### src/rtl/counter_pkg.sv
// Shared definitions for the counter family: FSM state type and default sizing.
package counter_pkg;

    typedef enum logic {
        IDLE    = 1'b0,
        MEASURE = 1'b1
    } tc_state_e;

    localparam int DEF_WIDTH      = 9;
    localparam int DEF_EXPECTED   = 512;
    localparam int DEF_LOCK_COUNT = 3;

endpackage

### src/rtl/interval_timer.sv
// Interval counter with clear/increment controls and a flag one step before overflow.
module interval_timer
    import counter_pkg::*;
#(
    parameter int WIDTH = DEF_WIDTH
) (
    input  logic             clk,
    input  logic             reset,
    input  logic             clear,
    input  logic             inc,
    output logic [WIDTH:0]   cnt,
    output logic             sat
);

    // Saturation point is 2**(WIDTH+1)-2 so cnt+1 never wraps.
    localparam logic [WIDTH:0] SAT_V = {{WIDTH{1'b1}}, 1'b0};

    logic [WIDTH:0] cnt_q;
    logic [WIDTH:0] cnt_d;

    always_comb begin
        cnt_d = cnt_q;
        if (clear) begin
            cnt_d = '0;
        end else if (inc) begin
            cnt_d = cnt_q + 1'b1;
        end
    end

    always_ff @(posedge clk) begin
        if (reset) begin
            cnt_q <= '0;
        end else begin
            cnt_q <= cnt_d;
        end
    end

    assign cnt = cnt_q;
    assign sat = (cnt_q == SAT_V);

endmodule

### config.mk
export PLATFORM = sky130hd
export DESIGN_NAME = interval_timer
export DESIGN_NICKNAME = d
export VERILOG_FILES = /design/src/rtl/counter_pkg.sv /design/src/rtl/interval_timer.sv
export SDC_FILE = /design/constraint.sdc
export NUM_CORES = 1
export LEC_CHECK = 0
export BUFFER_PORTS_ARGS = -buffer_cell sky130_fd_sc_hd__buf_2
export CAP_MARGIN = 20
export CORE_AREA = 8 8 45 47
export CTS_BUF_LIST = sky130_fd_sc_hd__clkbuf_8
export CTS_CLUSTER_DIAMETER = 50
export DETAILED_ROUTE_END_ITERATION = 10
export DIE_AREA = 0 0 53 55
export PLACE_DENSITY = 0.61
export SLEW_MARGIN = 15
export SYNTH_ARGS = -nofsm -noshare
export SYNTH_HDL_FRONTEND = slang
export SYNTH_SLANG_ARGS = --single-unit
### constraint.sdc
create_clock -name clk -period 1.4 [get_ports clk]
set_input_delay 0.14 -clock clk [delete_from_list [all_inputs] [get_ports clk]]
set_output_delay 0.14 -clock clk [all_outputs]
set_load 0.01 [all_outputs]
==> results by group <==
Run status
  – Status: finished, final reports clean

Worst hold path
  – Hold Path Class: primary input to flop
  – Hold Path Origin: inc
  – Hold path depth: 2
  – Hold Path Sink: cnt[1]$_SDFFE_PP0P_

Floorplanning
  – Die height: 55 um
  – Die width: 53 um
  – Rows: 14
  – Core Area: 0.001384 mm2
  – Starting Density: 0.3400
  – I/O Pins: 15
  – Die area: 0.002915 mm2

Critical path
  – R2R Path Start: cnt[0]$_SDFFE_PP0P_
  – Buf/Inv on CP: 1
  – CP max stage cell: or3_4
  – Reg2Reg Setup Slack: 0.05 ns
  – Critical Path RT: 1.57 ns
  – Crit path kind: flop to flop
  – Worst setup EP type: flop
  – CP Cell Sequence: buf_6 -> ha_4 -> nand4_1 -> or3_4 -> a21oi_2
  – Worst reg2reg path endpoint: cnt[8]$_SDFFE_PP0P_
  – Critical path's top delay family: simple AND/OR/NAND/NOR gates
  – Reg2reg path depth: 5
  – Worst setup SP type: flop
  – Arrival time worst endpoint: 1.52 ns
  – CP max FO: 5
  – Slowest Stage Delay on Critical Path: 0.42 ns

STA
  – Tcrit/Tclk final: 0.9669
  – Tmin final: 1.354 ns
  – Final Hold Slack: 0.1842 ns
  – Worst slew margin relative to its limit: 0.7880
  – Final Worst Setup Slack: 0.04637 ns
  – Final Max Slew Viols: 0
  – RSZ-0062 raised after global routing: true
  – Count of final hold-check violations: 0
  – Final setup fails: 0
  – Max Fclk: 0.7388 GHz
  – Clk_skew: 0.003853 ns
  – Least-Margin Pin Slew: 0.3150 ns

Power and ir drop
  – Switching power: 122.4 uW
  – Int Power: 490.9 uW
  – VDD IR max: 678.9 uV
  – Combinational power share: 0.058
  – Switch share: 0.1996
  – Sequential Power Share: 0.476
  – Clock power frac: 0.466
  – Pwr dens: 919.7 mW/mm2
  – Leak: 0.0002573 uW

Route
  – WL per Instance: 13.31 um
  – Initial DRT Pass Iterations: 3
  – Via Count: 474
  – Iteration-0 DRC Markers: 5
  – DRT Wirelength: 1211 um
  – DRC viols: 0
  – Detail Route Antenna Nets: 0
  – Vias/cell: 5.209

Clocking
  – TritonCTS clock tree: done
  – H-tree Lvls: 1
  – Clk_lat worst skew: 0.23 ns
  – Clock root buffer: clkbuf_8
  – Reg clk slew, reported paths: 0.04 ns
  – CTS Buffer Depth: 2
  – CTS sink cnt: 10
  – Hold_buf cts: 0
  – Cts bufs inserted: 3

Final layout
  – Layout Cells excl Fill: 91
  – Most common cell after layout, fill and taps aside: buf_2
  – Layout cells sized above 1: 0.4533
  – Nets: 83
  – Largest register FFs: 10
  – Layout area overhead: 41.76%
  – # diodes: 0
  – Highest-count cells in the layout ignoring fill and taps: 14 x buf_2, 6 x nor2_1, 5 x dfxtp_1, 4 x nand2_1, 4 x buf_4

Global route
  – Vias in the first global route: 444
  – First-pass GRT wire length: 1794 um
  – GRT Util Overall: 0.08438
  – Initial antenna violation count: 0
  – Largest net degree at the start of global routing: 10
  – Grt ovf: 0

Placement
  – Placed insts: 84
  – I/O Buffers: 14
  – GPL Wtd Cong: 0.6945
  – Worst slack, placed: 0.08595 ns

Synth
  – Yosys reg bits: 10
  – Mapped Area: 470.5 um2
  – EDFF count, synth: 0
  – Cell variety after synth: 21
  – Synth Instances: 55
  – Syn avg cell area: 8.554 um2
  – Top_reg_cell synth: dfxtp_1
  – Sequential-to-total area share from yosys stat: 0.4255
  – Async SR Flop Fraction: 0
  – Yosys Warn Count: 0
  – Syn nets: 61

Job
  – Max Cap Viol: 0
[timing repair]
action                                  CTS  global route
endpoints found under the setup margin    1             6
pin swaps                                 2             5
gates resized for setup                   4            10
buffers inserted                          2             3
[power by group through the flow]
stage / registers, uW / clock network (uW) / logic (uW)
CTS: 293 / 295 / 30.3
global route: 292 / 305 / 39.6
finish: 292 / 286 / 35.8
detailed placement: 297 / 0 / 30.6
global placement: 296 / 0 / 30.3
floorplan: 299 / 0 / 17.3
[worst register-to-register path: stages, from the launching register on]
cell     delay (ns)
dfxtp_4        0.36
buf_6          0.11
ha_4           0.12
nand4_1        0.17
or3_4          0.42
a21oi_2        0.11
[cell type report]
| cell class | count | area (um2) |
|---|---|---|
| clock buffer | 3 | 41.29 |
| inverter | 3 | 11.26 |
| tap | 16 | 20.02 |
| sequential | 10 | 211.5 |
| timing repair buffer | 19 | 111.4 |
| multi-input combinational | 40 | 271.5 |
| fill | 151 | 716.9 |
[logic make-up after synthesis]
family | after synthesis | synth area share
AND/OR/NAND/NOR | 24 | 0.2660
flip-flops | 10 | 0.4255
AO/OA/AOI/OAI | 9 | 0.1117
buffers and inverters | 5 | 0.04787
XOR/XNOR | 4 | 0.07448
adder cells (fa/ha/maj) | 2 | 0.05318
multiplexers | 1 | 0.02128
[stage by stage]
| stage | TNS [ns] | utilization | total power [uW] | instance area, um2 |
|---|---|---|---|---|
| 2_1_floorplan | 0 | - | 315.9 | 470.5 |
| 3_3_place_gp | 0 | 0.4024 | 326.6 | 556.8 |
| 3_5_place_dp | 0 | 0.4024 | 327.1 | 556.8 |
| 4_1_cts | 0 | 0.4412 | 618.7 | 610.6 |
| 5_1_grt | -0.04939 | 0.4819 | 636.7 | 666.9 |
| 6_report | 0 | 0.4819 | 613.3 | 666.9 |
[Yosys cell counts (all sizes together) (3+ instances only)]
cell type,count,area (um2)
a21oi,4,20.02
dfxtp,10,200.2
inv,3,11.26
nand2,5,21.27
nand4,3,18.77
nor2,6,22.52
or3,3,18.77
[metal layers]
metal,vias to the layer above,track usage,part of all wire
met5,-,0,0
met2,13,0.1289,0.46
met1,222,0.09188,0.45
met4,0,0.07759,0.026
li1,235,-,-
met3,4,0.02674,0.056
[worst max-delay path by stage]
stage / from / to / depth (start not counted)
floorplan: cnt[0]$_SDFFE_PP0P_ / cnt[6]$_SDFFE_PP0P_ / 4
global placement: cnt[1]$_SDFFE_PP0P_ / cnt[6]$_SDFFE_PP0P_ / 4
detailed placement: cnt[1]$_SDFFE_PP0P_ / cnt[6]$_SDFFE_PP0P_ / 4
CTS: cnt[0]$_SDFFE_PP0P_ / sat / 5
global route: cnt[0]$_SDFFE_PP0P_ / cnt[8]$_SDFFE_PP0P_ / 5
finish: cnt[0]$_SDFFE_PP0P_ / cnt[8]$_SDFFE_PP0P_ / 5
Note: power is estimated with default switching activity, not from simulation.
